`src/rtl/fmi_ram_ctrl_if.sv`:
```
// Package constants and the bus interface shared by the FM-input tile RAM controller,
// its stream/compute clients and the RAM itself.
package fmi_ram_ctrl_pkg;
    localparam int unsigned FMI_N_ELEM = 16;
    localparam int unsigned PX_W       = 8;
endpackage

interface fmi_ram_ctrl_if #(
    parameter int unsigned N_ELEM = fmi_ram_ctrl_pkg::FMI_N_ELEM,
    parameter int unsigned PX_W   = fmi_ram_ctrl_pkg::PX_W
);
    localparam int unsigned ADDR_W = $clog2(N_ELEM);

    // tile load control and input stream
    logic              start;
    logic [ADDR_W:0]   tile_len;
    logic              in_valid;
    logic [PX_W-1:0]   in_data;
    logic              in_ready;

    // compute-side random access
    logic              rd_req;
    logic [ADDR_W-1:0] rd_addr;
    logic              rd_gnt;
    logic              rd_valid;
    logic [PX_W-1:0]   rd_data;
    logic              tile_release;
    logic              tile_ready;
    logic              busy;

    // RAM pins
    logic [ADDR_W-1:0] ram_addr;
    logic [PX_W-1:0]   ram_data;
    logic              ram_write;
    logic [PX_W-1:0]   ram_res;

    modport slave (
        input  start, tile_len, in_valid, in_data,
        input  rd_req, rd_addr, tile_release, ram_res,
        output in_ready, rd_gnt, rd_valid, rd_data, tile_ready, busy,
        output ram_addr, ram_data, ram_write
    );

    modport master (
        output start, tile_len, in_valid, in_data,
        output rd_req, rd_addr, tile_release, ram_res,
        input  in_ready, rd_gnt, rd_valid, rd_data, tile_ready, busy,
        input  ram_addr, ram_data, ram_write
    );
endinterface

```
`src/rtl/fmi_ram_ctrl.sv`:
```
// FM-input tile RAM sequencer: fills the RAM sequentially from a pixel stream,
// then serves single-cycle-latency random reads to the compute engine until released.
module fmi_ram_ctrl #(
    parameter int unsigned N_ELEM = fmi_ram_ctrl_pkg::FMI_N_ELEM,
    parameter int unsigned PX_W   = fmi_ram_ctrl_pkg::PX_W
) (
    input  logic           clk,
    input  logic           rst,
    fmi_ram_ctrl_if.slave  bus
);
    localparam int unsigned ADDR_W = $clog2(N_ELEM);
    localparam int unsigned CNT_W  = ADDR_W + 1;

    typedef enum logic [1:0] {
        ST_IDLE  = 2'd0,
        ST_LOAD  = 2'd1,
        ST_READY = 2'd2
    } state_e;

    state_e           state_q, state_d;
    logic [CNT_W-1:0] wr_cnt_q, wr_cnt_d;
    logic [CNT_W-1:0] len_q, len_d;
    logic             tile_ready_q, tile_ready_d;
    logic             rd_valid_q, rd_valid_d;
    logic [CNT_W-1:0] len_clamped;

    // Oversized tiles are truncated to the RAM depth so wr_cnt can never wrap.
    assign len_clamped = (bus.tile_len > CNT_W'(N_ELEM)) ? CNT_W'(N_ELEM) : bus.tile_len;

    always_ff @(posedge clk or posedge rst) begin
        if (rst) begin
            state_q      <= ST_IDLE;
            wr_cnt_q     <= '0;
            len_q        <= '0;
            tile_ready_q <= 1'b0;
            rd_valid_q   <= 1'b0;
        end else begin
            state_q      <= state_d;
            wr_cnt_q     <= wr_cnt_d;
            len_q        <= len_d;
            tile_ready_q <= tile_ready_d;
            rd_valid_q   <= rd_valid_d;
        end
    end

    always_comb begin
        state_d       = state_q;
        wr_cnt_d      = wr_cnt_q;
        len_d         = len_q;
        bus.in_ready  = 1'b0;
        bus.rd_gnt    = 1'b0;
        bus.ram_write = 1'b0;
        bus.ram_addr  = ADDR_W'(0);
        bus.ram_data  = PX_W'(0);

        unique case (state_q)
            ST_IDLE: begin
                if (bus.start) begin
                    len_d    = len_clamped;
                    wr_cnt_d = '0;
                    state_d  = (len_clamped != '0) ? ST_LOAD : ST_READY;
                end
            end

            ST_LOAD: begin
                bus.in_ready = 1'b1;
                if (bus.in_valid) begin
                    bus.ram_write = 1'b1;
                    bus.ram_addr  = wr_cnt_q[ADDR_W-1:0];
                    bus.ram_data  = bus.in_data;
                    wr_cnt_d      = wr_cnt_q + CNT_W'(1);
                    if (wr_cnt_q == len_q - CNT_W'(1)) begin
                        state_d = ST_READY;
                    end
                end
            end

            ST_READY: begin
                // A read issued alongside release is still honoured.
                if (bus.rd_req) begin
                    bus.rd_gnt   = 1'b1;
                    bus.ram_addr = bus.rd_addr;
                end
                if (bus.tile_release) begin
                    if (bus.start) begin
                        len_d    = len_clamped;
                        wr_cnt_d = '0;
                        state_d  = (len_clamped != '0) ? ST_LOAD : ST_READY;
                    end else begin
                        state_d = ST_IDLE;
                    end
                end
            end

            default: begin
                state_d = ST_IDLE;
            end
        endcase

        tile_ready_d = (state_d == ST_READY);
        rd_valid_d   = bus.rd_gnt;
    end

    assign bus.tile_ready = tile_ready_q;
    assign bus.rd_valid   = rd_valid_q;
    assign bus.rd_data    = bus.ram_res;
    assign bus.busy       = (state_q != ST_IDLE);

endmodule

```
`src/flat_wrapper.sv`:
```
// flat-port wrapper written by rule: the top's interface ports become plain ports
module fmi_ram_ctrl_flat 
#(
    parameter int unsigned N_ELEM = fmi_ram_ctrl_pkg::FMI_N_ELEM,
    parameter int unsigned PX_W   = fmi_ram_ctrl_pkg::PX_W
)
  (clk, rst, bus_start, bus_tile_len, bus_in_valid, bus_in_data, bus_rd_req, bus_rd_addr, bus_tile_release, bus_ram_res, bus_in_ready, bus_rd_gnt, bus_rd_valid, bus_rd_data, bus_tile_ready, bus_busy, bus_ram_addr, bus_ram_data, bus_ram_write);
  fmi_ram_ctrl_if #(.N_ELEM(N_ELEM), .PX_W(PX_W)) bus_i ();
  input  logic clk;
  input  logic rst;
  input wire logic [$bits(bus_i.start)-1:0] bus_start;
  input wire logic [$bits(bus_i.tile_len)-1:0] bus_tile_len;
  input wire logic [$bits(bus_i.in_valid)-1:0] bus_in_valid;
  input wire logic [$bits(bus_i.in_data)-1:0] bus_in_data;
  input wire logic [$bits(bus_i.rd_req)-1:0] bus_rd_req;
  input wire logic [$bits(bus_i.rd_addr)-1:0] bus_rd_addr;
  input wire logic [$bits(bus_i.tile_release)-1:0] bus_tile_release;
  input wire logic [$bits(bus_i.ram_res)-1:0] bus_ram_res;
  output wire logic [$bits(bus_i.in_ready)-1:0] bus_in_ready;
  output wire logic [$bits(bus_i.rd_gnt)-1:0] bus_rd_gnt;
  output wire logic [$bits(bus_i.rd_valid)-1:0] bus_rd_valid;
  output wire logic [$bits(bus_i.rd_data)-1:0] bus_rd_data;
  output wire logic [$bits(bus_i.tile_ready)-1:0] bus_tile_ready;
  output wire logic [$bits(bus_i.busy)-1:0] bus_busy;
  output wire logic [$bits(bus_i.ram_addr)-1:0] bus_ram_addr;
  output wire logic [$bits(bus_i.ram_data)-1:0] bus_ram_data;
  output wire logic [$bits(bus_i.ram_write)-1:0] bus_ram_write;
  assign bus_i.start = bus_start;
  assign bus_i.tile_len = bus_tile_len;
  assign bus_i.in_valid = bus_in_valid;
  assign bus_i.in_data = bus_in_data;
  assign bus_i.rd_req = bus_rd_req;
  assign bus_i.rd_addr = bus_rd_addr;
  assign bus_i.tile_release = bus_tile_release;
  assign bus_i.ram_res = bus_ram_res;
  assign bus_in_ready = bus_i.in_ready;
  assign bus_rd_gnt = bus_i.rd_gnt;
  assign bus_rd_valid = bus_i.rd_valid;
  assign bus_rd_data = bus_i.rd_data;
  assign bus_tile_ready = bus_i.tile_ready;
  assign bus_busy = bus_i.busy;
  assign bus_ram_addr = bus_i.ram_addr;
  assign bus_ram_data = bus_i.ram_data;
  assign bus_ram_write = bus_i.ram_write;
  fmi_ram_ctrl #(.N_ELEM(N_ELEM), .PX_W(PX_W)) u_core (.clk(clk), .rst(rst), .bus(bus_i));
endmodule
```
`config.mk`:
```
export PLATFORM = sky130hd
export DESIGN_NAME = fmi_ram_ctrl_flat
export DESIGN_NICKNAME = d
export VERILOG_FILES = /design/src/rtl/fmi_ram_ctrl_if.sv /design/src/rtl/fmi_ram_ctrl.sv /design/src/flat_wrapper.sv
export SDC_FILE = /design/constraint.sdc
export NUM_CORES = 1
export LEC_CHECK = 0
export ABC_CLOCK_PERIOD_IN_PS = 2900
export CORE_MARGIN = 2
export CORE_UTILIZATION = 30
export CTS_CLUSTER_SIZE = 8
export DETAILED_ROUTE_END_ITERATION = 12
export DONT_BUFFER_PORTS = 1
export MAX_ROUTING_LAYER = met4
export PLACE_DENSITY_LB_ADDON = 0.2
export RECOVER_POWER = 25
export SETUP_SLACK_MARGIN = 0.3
export SYNTH_ARGS = -nofsm -noshare
export SYNTH_HDL_FRONTEND = slang
export SYNTH_SLANG_ARGS = --single-unit
```
`constraint.sdc`:
```
create_clock -name clk -period 2.9 [get_ports clk]
set_input_delay 0 -clock clk [delete_from_list [all_inputs] [get_ports clk]]
set_output_delay 0 -clock clk [all_outputs]
set_load 0.01 [all_outputs]
```
==> flow_summary.yaml <==
worst_setup_path:
  critical_path_required_ps: 3040
  critPathArrivalTime_ps: 2230
  cp-start-kind: "flop"
  path_cells: "inv_1 > ha_1 > and2b_1 > or4b_4 > clkinv_2 > nand2_1 > o31ai_1"
  crit_slowest_cell: "or4b_4"
  cp_max_fo: 8
  cp-end-kind: "flop"
  max_stage_delay_ps: 600
  cp_top_family: "simple AND/OR/NAND/NOR gates"
  path_class: "reg2reg"
  worst-path-buf-inv: 2
min_path:
  hp-class: "in2out"
synthesis:
  yosys.area.top_type: "dfrtp_1"
  synth_nets: 166
  synthArstFlopShare_pct: 100
  ys_seq_area_share_pct: 31.7
  syn_area_um2: 1100
  yosysTopAreaCellShare_pct: 31.7
  ys_ff_latch: 14
  synth_cell_type_count: 37
  ys.flop_type: "dfrtp_1"
  synth.avg_cell_area_um2: 8.55
  syn_inst: 129
  synthTopCellsByArea: "dfrtp_1, ha_1, buf_4, and3_1, o21ai_0"
  synth_warnings: 0
  synth-edff-count: 0
global_routing:
  antenna_found_initial: 0
  grt_pass1_vias: 884
  grt-ovfl-total: 0
  grt_max_degree: 20
  grt_use_total_pct: 13.7
  grt_pass1_wl_um: 4280
cells_and_area:
  fillCellCount: 378
  drive_gt1_share_pct: 9.16
  final_core_util_pct: 34.3
  final_cell_mix: "dfrtp_1, nand2_1, o21ai_0, dlygate4sd3_1"
  layout_commonest_cell: "dfrtp_1"
  finalNonFillerCells: 179
  nets: 169
  ff_latch_area_um2: 350
  multi_input_area_um2: 621
  antennaDiodeCount: 0
  area_growth_pct: 12.0
die:
  ios: 57
  dieWidth_um: 64.7
  die_h_um: 64.7
  num_rows: 22
  initial_utilization_pct: 30.6
  die_area_um2: 4180
  design.core.area_um2: 3610
timing:
  final_hold_viol_count: 0
  worst_slew_pin_slew_ps: 559
  slew_violations: 0
  rsz0062_at_grt: "no"
  finClkSkew_ps: 9.15
  setup_viol: 0
  fin_setup_tns_ps: 0
  fmax_mhz: 479
  fin_crit_sh_pct: 72.0
  whs_ps: 0.00443
  relSlewSlack_pct: 62.7
  period_minus_slack_ps: 2090
cts:
  path_clk_slew_ps: 70
  cts_max_path_buffers: 2
  clock-sinks: 14
  post_cts_buffers: 0
  cts-resized-gates: 0
  insertion_delay_ps: 250
  cts_tree: "built"
  cts_made_buffers: 3
  htreeDepth: 1
  root_buffer: "clkbuf_8"
flow_run:
  maxCapViolations: 0
detailed_routing:
  vias: 882
  vias_per_cell: 4.93
  dr.first_iter.drc_count: 28
  drcViolationCount: 0
  ant_nets: 0
  firstDrtPassIters: 4
  routed_wl_um: 2590
  wl_per_cell_um: 14.5
placement:
  hpwl_um: 2060
  place_inst: 165
  io_buffers: 0
  gp_congestion: 0.750
pwr:
  internal-power_uw: 653
  power_frac_comb_pct: 52.0
  leakage_nw: 0.544
  power_density_nw_per_um2: 924
  p_sw_uw: 490
  clockPowerShare_pct: 16.9
  ir_worst_vdd_mv: 0.322
  pwr-share-seq_pct: 31.1
  p_sw_share_pct: 42.9
outcome:
  outcome: "finished clean"
per-stage QoR:
step / worst slack, ps / instance area [um^2] / power [mW]
after global routing: 656 / 1240 / 1.26
final: 812 / 1240 / 1.14
after global placement: 914 / 1080 / 0.940
after detailed placement: 840 / 1080 / 0.947
after CTS: 811 / 1240 / 1.15
after floorplan: 915 / 1100 / 0.860
worst paths after layout:
kind,start,to,slack [ps],cells past startpoint
worst min register to register,u_core.len_q[1]$_DFFE_PP0P_,u_core.len_q[1]$_DFFE_PP0P_,520,2
worst max register to register,u_core.state_q[0]$_DFF_PP0_,u_core.wr_cnt_q[3]$_DFFE_PP0P_,810,7
worst min-delay path,bus_ram_res[3],bus_rd_data[3],0.004,0
max in group asynchronous,rst,u_core.wr_cnt_q[4]$_DFFE_PP0P_,2280,2
min in group asynchronous,rst,u_core.len_q[4]$_DFFE_PP0P_,240,2
worst max-delay path,u_core.state_q[0]$_DFF_PP0_,u_core.wr_cnt_q[3]$_DFFE_PP0P_,810,7
logic make-up (layout without fill, tap and decap cells):
logic type | Yosys count | after routing | synth area share [%]
simple gates | 50 | 50 | 25.8
compound gates | 30 | 30 | 18.6
buf+inv | 23 | 25 | 12.0
flops | 14 | 14 | 31.7
fa+ha+maj | 6 | 6 | 6.80
xor+xnor | 5 | 5 | 3.97
mux | 1 | 1 | 1.02
layer usage:
metal	track usage (%)	share of wire [%]	vias to the layer above
met1	17.3	45	407
li1	-	-	447
met4	7.98	2.6	0
met2	20.8	48	22
met3	1.91	4.8	6
met5	-	0	-
flip-flops by register name, summed over array words and instances (netlist names):
name and count:
u_core.len_q 5, u_core.wr_cnt_q 5, u_core.state_q 2, u_core.bus.rd_valid 1, u_core.bus.tile_ready 1
power groups by stage:
stage / sequential (mW) / combinational (mW) / clock, mW
after global placement: 0.358 / 0.582 / 0
final: 0.355 / 0.594 / 0.193
after floorplan: 0.333 / 0.527 / 0
after global routing: 0.368 / 0.680 / 0.209
after detailed placement: 0.359 / 0.588 / 0
after CTS: 0.356 / 0.601 / 0.197
what timing repair did:
item	4_1_cts	5_1_grt
endpoints found under the hold margin	21	0
endpoints found under the setup margin	0	0
hold buffers	10	0
cell usage after synthesis, types with 4 or more instances:
cell	instances
dfrtp_1	14
nand2_1	12
o21ai_0	10
and3_1	8
buf_4	8
inv_1	8
nor2b_1	7
ha_1	6
xnor2_1	5
a22oi_1	4
and2_1	4
clkbuf_1	4
nand2b_1	4
nor2_1	4
cell type report:
class                           instances  share of cell area (%)
Clock buffer                            4                    4.45
Inverter                                9                    2.83
Multi-Input combinational cell         92                    50.2
Sequential cell                        14                    28.3
Tap cell                               48                    4.86
Timing Repair Buffer                   12                    9.31
No activity file was read; power rests on OpenSTA's default activity.
